===== config.mk =====
export PLATFORM = sky130hd
export DESIGN_NAME = router_input_buffer
export DESIGN_NICKNAME = d
export VERILOG_FILES = /design/src/rtl/router_input_buffer.sv
export SDC_FILE = /design/constraint.sdc
export NUM_CORES = 1
export LEC_CHECK = 0
export CAP_MARGIN = 20
export CORE_MARGIN = 4
export CORE_UTILIZATION = 50
export DETAILED_ROUTE_END_ITERATION = 16
export GPL_ROUTABILITY_DRIVEN = 0
export PLACE_DENSITY = 0.78
export RECOVER_POWER = 100
export SKIP_CTS_REPAIR_TIMING = 1
export SYNTH_ARGS = -nofsm -noshare
export SYNTH_HDL_FRONTEND = slang
export SYNTH_SLANG_ARGS = --single-unit

===== constraint.sdc =====
create_clock -name clk -period 4.1 [get_ports clk]
set_input_delay 0.41 -clock clk [delete_from_list [all_inputs] [get_ports clk]]
set_output_delay 0.41 -clock clk [all_outputs]
set_load 0.02 [all_outputs]

===== src/rtl/router_input_buffer.sv =====
// rtl/router_input_buffer.sv - per-port NoC router input FIFO with packet framing and arbiter request
module router_input_buffer #(
  parameter int DATA_W = 32,
  parameter int DEPTH  = 8,
  parameter int AW     = 3
) (
  input  logic              clk,
  input  logic              rst,
  input  logic [DATA_W-1:0] flit_in,
  input  logic              valid_in,
  output logic              ready_out,
  input  logic              grant,
  output logic              req,
  output logic [2:0]        flit_id,
  output logic [11:0]       length,
  output logic [DATA_W-1:0] flit_out,
  output logic              valid_out,
  output logic [AW:0]       count,
  output logic              err
);

  typedef enum logic {
    IDLE,
    PKT
  } state_t;

  localparam logic [2:0]  T_HEAD   = 3'b001;
  localparam logic [2:0]  T_BODY   = 3'b010;
  localparam logic [2:0]  T_TAIL   = 3'b100;
  localparam logic [AW:0] FULL_CNT = (AW+1)'(DEPTH);

  logic [DATA_W-1:0] mem [DEPTH];
  logic [AW-1:0]     wr_ptr;
  logic [AW-1:0]     rd_ptr;
  logic [AW:0]       count_q;
  state_t            state;
  logic [11:0]       len_q;
  logic              err_q;

  logic              empty;
  logic              full;
  logic [DATA_W-1:0] head;
  logic [2:0]        head_type;
  logic              is_head;
  logic              is_tail;
  logic              is_valid;
  logic              req_c;
  logic              drop;
  logic              pop;
  logic              push;

  assign empty     = (count_q == '0);
  assign full      = (count_q == FULL_CNT);
  assign head      = mem[rd_ptr];
  assign head_type = head[DATA_W-1:DATA_W-3];
  assign is_head   = (head_type == T_HEAD);
  assign is_tail   = (head_type == T_TAIL);
  assign is_valid  = is_head || is_tail || (head_type == T_BODY);

  // Framing decision on the head flit: request the arbiter or discard it
  always_comb begin
    req_c = 1'b0;
    drop  = 1'b0;
    if (!rst && !empty) begin
      case (state)
        IDLE: begin
          // Outside a packet only a HEAD can start one; anything else is garbage
          req_c = is_head;
          drop  = !is_head;
        end
        PKT: begin
          // Inside a packet keep requesting; invalid codes are discarded on the spot
          req_c = 1'b1;
          drop  = !is_valid;
        end
        default: begin
          req_c = 1'b0;
          drop  = 1'b0;
        end
      endcase
    end
  end

  // Drops do not need the crossbar, so they pop without a grant
  assign pop       = !rst && !empty && ((grant && req_c) || drop);
  assign ready_out = !rst && !full;
  assign push      = valid_in && ready_out;

  assign req       = req_c;
  assign valid_out = pop && !drop;
  assign flit_id   = (!rst && !empty) ? head_type : 3'b000;
  assign flit_out  = head;
  // Header length is presented live so the arbiter timer can latch it before the pop
  assign length    = (!empty && is_head) ? head[11:0] : len_q;
  assign count     = count_q;
  assign err       = err_q;

  // Flit storage; contents need no reset because count gates their visibility
  always_ff @(posedge clk) begin
    if (push) begin
      mem[wr_ptr] <= flit_in;
    end
  end

  // FIFO pointers and occupancy; pointers wrap naturally at DEPTH
  always_ff @(posedge clk) begin
    if (rst) begin
      wr_ptr  <= '0;
      rd_ptr  <= '0;
      count_q <= '0;
    end else begin
      if (push) begin
        wr_ptr <= wr_ptr + AW'(1);
      end
      if (pop) begin
        rd_ptr <= rd_ptr + AW'(1);
      end
      case ({push, pop})
        2'b10:   count_q <= count_q + (AW+1)'(1);
        2'b01:   count_q <= count_q - (AW+1)'(1);
        default: count_q <= count_q;
      endcase
    end
  end

  // Packet state, latched header length and sticky framing error
  always_ff @(posedge clk) begin
    if (rst) begin
      state <= IDLE;
      len_q <= '0;
      err_q <= 1'b0;
    end else begin
      if (pop && !drop) begin
        if (is_head) begin
          state <= PKT;
          len_q <= head[11:0];
        end else if (is_tail) begin
          state <= IDLE;
        end
      end
      // A second HEAD before the TAIL is accepted as a new packet but flagged
      if (drop || (state == PKT && !empty && is_head)) begin
        err_q <= 1'b1;
      end
    end
  end

endmodule


==> impl_metrics.toml, run 1 <==
[grt]
grt_pass1_wl_mm = 33.6
track_usage_pct = 17.9
globalRouteOverflowTotal = 0
grt_antenna_before_repair = 5
grt_pass1_vias = 5752
grt_max_degree = 37

[critical_path]
cp.required_ps = 3690
critPathBufInv = 2
cp_slowest_cell = "dlygate4sd3_1"
slowest_delay_ps = 670
worstPathArrival_ps = 3450
crit_chain = "mux4_2 > mux2i_2 > inv_1 > nor3_1 > nor2_1 > nor2_1 > o2111a_1 > dlygate4sd3_1"
crit_top_cell = "nor2_1"
critPathKind = "flip-flop to output pin"
cp-start-kind = "flip-flop"
crit_family = "buffers and inverters"
worst_setup_path_end_kind = "output pin"
critPathMaxFanout = 14

[clocking]
cts_root_buf = "clkbuf_16"
clkTransAtPathRegs_ps = 60
cts-buffers-inserted = 27
clk_latency_ps = 550
cts_tree = "yes"
cts_num_sinks = 283
clk_path_buf_depth = 3
cts_max_level = 1

[route]
wl_per_cell_um = 22.7
firstDrtPassIters = 4
ant_nets = 0
drt-total-wl_mm = 21.4
vias = 5391
drc_errors = 0
routed_via_density = 5.72
drt_iter0_drc = 364

[timing]
skew_ps = 18.5
min_period_ps = 3860
finalHoldViolations = 0
max_freq_mhz = 259
post-route-period-util_pct = 94.2
worst_pin_slew_ps = 1620
setup_viol = 0
rsz0062_at_grt = "no"
drv_slew = 14
tns_ps = 0
relSlewSlack_pct = -8.57

[layout]
area_growth_pct = 20.5
post_route_cells_drive_above_1_share_pct = 27.3
fin_nets = 680
fin_area_mm2 = 0.0133

[synthesis]
ys_warn_count = 0
ys_ff_latch = 283
syn_avg_cell_area_um2 = 21.1
ys_seq_area_share_pct = 74.4
synth_cell_types = 40
syn-cell-area_mm2 = 0.0111
synthCells = 525
postSynthNetCount = 566

[run_status]
violations = "max-capacitance violations, max-slew violations"
status = "complete, but fails checks"

[floorplanning]
io_pins = 91
fp.dieH_um = 157
die_area_mm2 = 0.0246
die_w_um = 157
initial_core_util_pct = 50.8
core_mm2 = 0.0218
num_rows = 54

[flow_run]
max-cap-violations = 1

[power]
p_leak_uw = 0.00433
power_density_mw_per_mm2 = 575
vdd_drop_max_mv = 0.439

[placed_design]
dpl_cell_area_mm2 = 0.0124
portBuffers = 90
dp_hpwl_mm = 12.4

[worst_hold_path]
hp-class = "flip-flop to flip-flop"
==> cells in the mapped netlist <==
library cell | n | area [um^2]
a21oi_1 | 6 | 30.0
a21oi_2 | 1 | 8.76
a221oi_1 | 1 | 8.76
a31oi_1 | 1 | 6.26
and2_0 | 1 | 6.26
buf_1 | 2 | 7.51
buf_2 | 6 | 30.0
buf_6 | 3 | 33.8
clkbuf_1 | 13 | 48.8
dfxtp_1 | 27 | 541
edfxtp_1 | 256 | 7690
ha_1 | 5 | 62.6
inv_1 | 2 | 7.51
inv_2 | 2 | 7.51
mux2_2 | 32 | 360
mux2_4 | 9 | 135
mux2i_1 | 15 | 150
mux2i_2 | 1 | 13.8
mux2i_4 | 2 | 45.0
mux4_2 | 64 | 1440
nand2_1 | 8 | 30.0
nand2b_1 | 5 | 31.3
nand3_1 | 1 | 5.00
nand3_2 | 1 | 10.0
nor2_1 | 33 | 124
nor3_1 | 3 | 15.0
nor3_2 | 1 | 10.0
nor3b_1 | 1 | 7.51
nor4_1 | 1 | 6.26
nor4_4 | 1 | 21.3
nor4bb_1 | 2 | 20.0
o2111a_1 | 1 | 11.3
o21a_1 | 1 | 7.51
o21ai_0 | 5 | 25.0
o21bai_1 | 1 | 7.51
o41ai_1 | 1 | 8.76
or2_2 | 1 | 6.26
or3_1 | 1 | 6.26
xnor2_1 | 4 | 35.0
xor2_1 | 4 | 35.0
==> worst paths after layout <==
| check | start | end | slack [ps] | cells past startpoint |
|---|---|---|---|---|
| max | flip-flop | valid_out | 240 | 8 |
| max reg2reg | flip-flop | count[2]$_SDFFE_PP0P_ | 470 | 13 |
| min | rd_ptr[2]$_SDFFE_PP0N_ | flip-flop | 470 | 1 |
| min reg2reg | rd_ptr[2]$_SDFFE_PP0N_ | flip-flop | 470 | 1 |
==> registers in the layout, summed over array words and instances, names as in the netlist, named ones only <==
signal  count
count       4
len_q      12
err         1
state       1
wr_ptr      3
mem       256
rd_ptr      3
==> cells in the final DEF (no fill, tap or decap), types with 3 or more instances in the layout <==
| cell | count |
|---|---|
| edfxtp_1 | 256 |
| dlygate4sd3_1 | 73 |
| mux4_2 | 64 |
| mux2_2 | 32 |
| nor2_1 | 28 |
| clkbuf_16 | 27 |
| dfxtp_1 | 24 |
| clkdlybuf4s50_1 | 17 |
| mux2i_1 | 15 |
| mux2_4 | 9 |
| nand2_1 | 8 |
| clkbuf_2 | 8 |
| a21oi_1 | 7 |
| buf_4 | 7 |
| clkinv_1 | 6 |
| clkinv_2 | 6 |
| nor2_4 | 5 |
| nand2b_1 | 5 |
| o21ai_0 | 5 |
| ha_1 | 5 |
| bufinv_16 | 5 |
| xor2_1 | 4 |
| xnor2_1 | 4 |
| clkbuf_1 | 4 |
| diode_2 | 3 |
| inv_1 | 3 |
==> through the flow <==
stage | setup slack [ps] | total power [uW] | hold slack (ps) | util [%] | instances
finish | 238 | 7660 | 473 | 61.2 | 943
global route | 102 | 8000 | 531 | 61.2 | 942
CTS | 72.1 | 7770 | 479 | 61.2 | 936
detailed placement | 596 | 5210 | 466 | 56.9 | 886
global placement | 727 | 5150 | 436 | 56.9 | 886
floorplan | 661 | 4610 | 428 | - | 525
==> where the power goes <==
part | total, uW | internal [uW] | switching, uW | leakage (uW)
sequential | 3330 | 3240 | 84.7 | 0.00253
combinational | 1780 | 903 | 877 | 0.00134
clock | 2550 | 1530 | 1030 | 0.000450
total | 7660 | 5670 | 1990 | 0.00433
==> metal layers <==
| layer | global-route usage [%] | wire [um] | vias to the layer above |
|---|---|---|---|
| met2 | 31.1 | 11000 | 168 |
| met1 | 24.1 | 8620 | 2803 |
| li1 | - | - | 2380 |
| met5 | 0 | 21 | - |
| met3 | 3.37 | 1400 | 36 |
| met4 | 3.43 | 394 | 4 |
==> final cells by class <==
class                      count  area (um^2)
multi-input combinational    214         2740
inverter                       4         15.0
tap                          280          350
timing repair buffer         109         1050
antenna                        3         7.51
clock inverter                20          238
sequential                   283         8240
fill                        1516         8440
clock buffer                  30          687
==> cell families after synthesis <==
| kind of cell | synth area share, % |
|---|---|
| buffers and inverters | 1.22 |
| adder cells (fa/ha/maj) | 0.566 |
| XOR/XNOR | 0.634 |
| multiplexers | 19.4 |
| flip-flops | 74.4 |
| AND/OR/NAND/NOR | 2.71 |
| AO/OA/AOI/OAI | 1.03 |
Power figures use the tool's default switching activity.
==> inputs of run 2 (changes only) <==
Settings changed: CORE_UTILIZATION 50 to 58, PLACE_DENSITY 0.78 to 0.88.
==> impl_metrics.toml, run 2 (same netlist as run 1, synthesis figures left out) <==
[route]
ant_nets = 0
routed_via_density = 6.07
drc_errors = 0
drt_iter0_drc = 359
drt-total-wl_mm = 21.8
wl_per_cell_um = 24.5
vias = 5411
firstDrtPassIters = 4

[timing]
post-route-period-util_pct = 92.5
drv_slew = 27
setup_viol = 0
relSlewSlack_pct = -7.51
worst_pin_slew_ps = 1610
finalHoldViolations = 0
rsz0062_at_grt = "no"
skew_ps = 15.4
worst_slack_ps = 308
min_period_ps = 3790
tns_ps = 0
fin_hold_ws_ps = 459
max_freq_mhz = 264

[power]
vdd_drop_max_mv = 0.646
power_frac_comb_pct = 22.9
p_int_uw = 5640
p_leak_uw = 0.00430
p_clk_share_pct = 33.5
seqPwrFrac_pct = 43.6
p_switching_uw = 1970
p_total_uw = 7610
p_sw_share_pct = 25.9
power_density_mw_per_mm2 = 577

[layout]
final_cell_mix = "edfxtp_1, dlygate4sd3_1, mux4_2"
mostFrequentLayoutCell = "edfxtp_1"
area_growth_pct = 19.4
largest_register_ffs = 256
fin_nets = 677
post_route_cells_drive_above_1_share_pct = 26.8
largest-register = "mem"
diodes = 0
finalNonFillerCells = 891

[floorplanning]
core_mm2 = 0.0187
fp.dieH_um = 146
die_w_um = 146
io_pins = 91
die_area_mm2 = 0.0213
num_rows = 50
initial_core_util_pct = 59.1

[flow_run]
max-cap-violations = 2

[placed_design]
dp_cells = 841
dp_hpwl_mm = 12.6
pre_cts_ws_ps = 869
portBuffers = 90

[grt]
globalRouteOverflowTotal = 0
grt_antenna_before_repair = 4
track_usage_pct = 20.8
grt_max_degree = 37
grt_pass1_vias = 5768
grt_pass1_wl_mm = 34.2

[critical_path]
worstPathArrival_ps = 3380
critical_path_depth = 6
cp.required_ps = 3690
critPathBufInv = 2
critPathMaxFanout = 8
crit_family = "multiplexers"
worst_setup_path_end_kind = "output pin"
reg2regPathDepth = 6
critPathKind = "flip-flop to output pin"
slowest_delay_ps = 620
crit_chain = "mux4_2 > mux2i_1 > inv_1 > o21ai_0 > o2111a_1 > clkdlybuf4s50_1"
cp-start-kind = "flip-flop"
cp_slowest_cell = "mux2i_1"
reg2reg_from = "count[0]$_SDFFE_PP0P_"

[worst_hold_path]
hold_start = "rd_ptr[2]$_SDFFE_PP0N_"
holdPathStages = 1
hp-class = "flip-flop to flip-flop"

[clocking]
cts-buffers-inserted = 27
cts_tree = "yes"
cts_max_level = 1
cts_root_buf = "clkbuf_16"
clk_latency_ps = 530
cts_num_sinks = 283
clk_path_buf_depth = 3
clkTransAtPathRegs_ps = 60

[run_status]
violations = "max-capacitance violations, max-slew violations"
status = "complete, but fails checks"
run 2: cell types whose count changed in the layout (fill, tap and decap cells not counted), moves of 2 or more:
| cell | delta |
|---|---|
| inv_6 | +2 |
| clkinv_2 | -2 |
| diode_2 | -3 |
| clkinv_1 | -3 |
| clkbuf_1 | +2 |
run 2: final timing paths:
path | to | slack [ps]
hold reg to reg | flip-flop | 460
hold / removal | flip-flop | 460
setup / recovery | valid_out | 310
setup reg to reg | mem[7][9]$_DFFE_PP_ | 400
run 2: layout make-up:
cell class,instances,area [um^2]
Clock inverter,17,223
Timing Repair Buffer,106,1020
Inverter,4,15.0
Clock buffer,33,698
Fill cell,1087,5510
Sequential cell,283,8230
Multi-Input combinational cell,214,2720
Tap cell,234,293
run 2: worst register-to-register path, cell delays in order, from the launching register on:
cell      delay, ps
dfxtp_1         490
nor3_1          110
a21oi_1         170
and2_0          320
nand2_1         280
nor2_1         1220
clkbuf_2        750
run 2: metrics by stage:
stage                     util, %  area (um^2)
final                        70.5        13200
after global routing         70.5        13200
after CTS                    70.9        13300
after detailed placement     66.0        12300
after global placement       66.0        12300
after floorplan                 -        11100
run 2: power groups by stage:
stage	Sequential, uW	Combinational, uW	Clock, uW
finish	3320	1740	2550
detailed placement	3380	1830	0
global placement	3370	1790	0
CTS	3320	1850	2590
global route	3330	1880	2720
floorplan	3350	1260	0
run 2: layer usage:
layer	vias up	wire length, um	track usage, %
met4	6	376	4.00
met1	2809	8760	27.9
li1	2362	-	-
met3	42	1420	4.44
met5	-	41	0
met2	192	11200	36.0
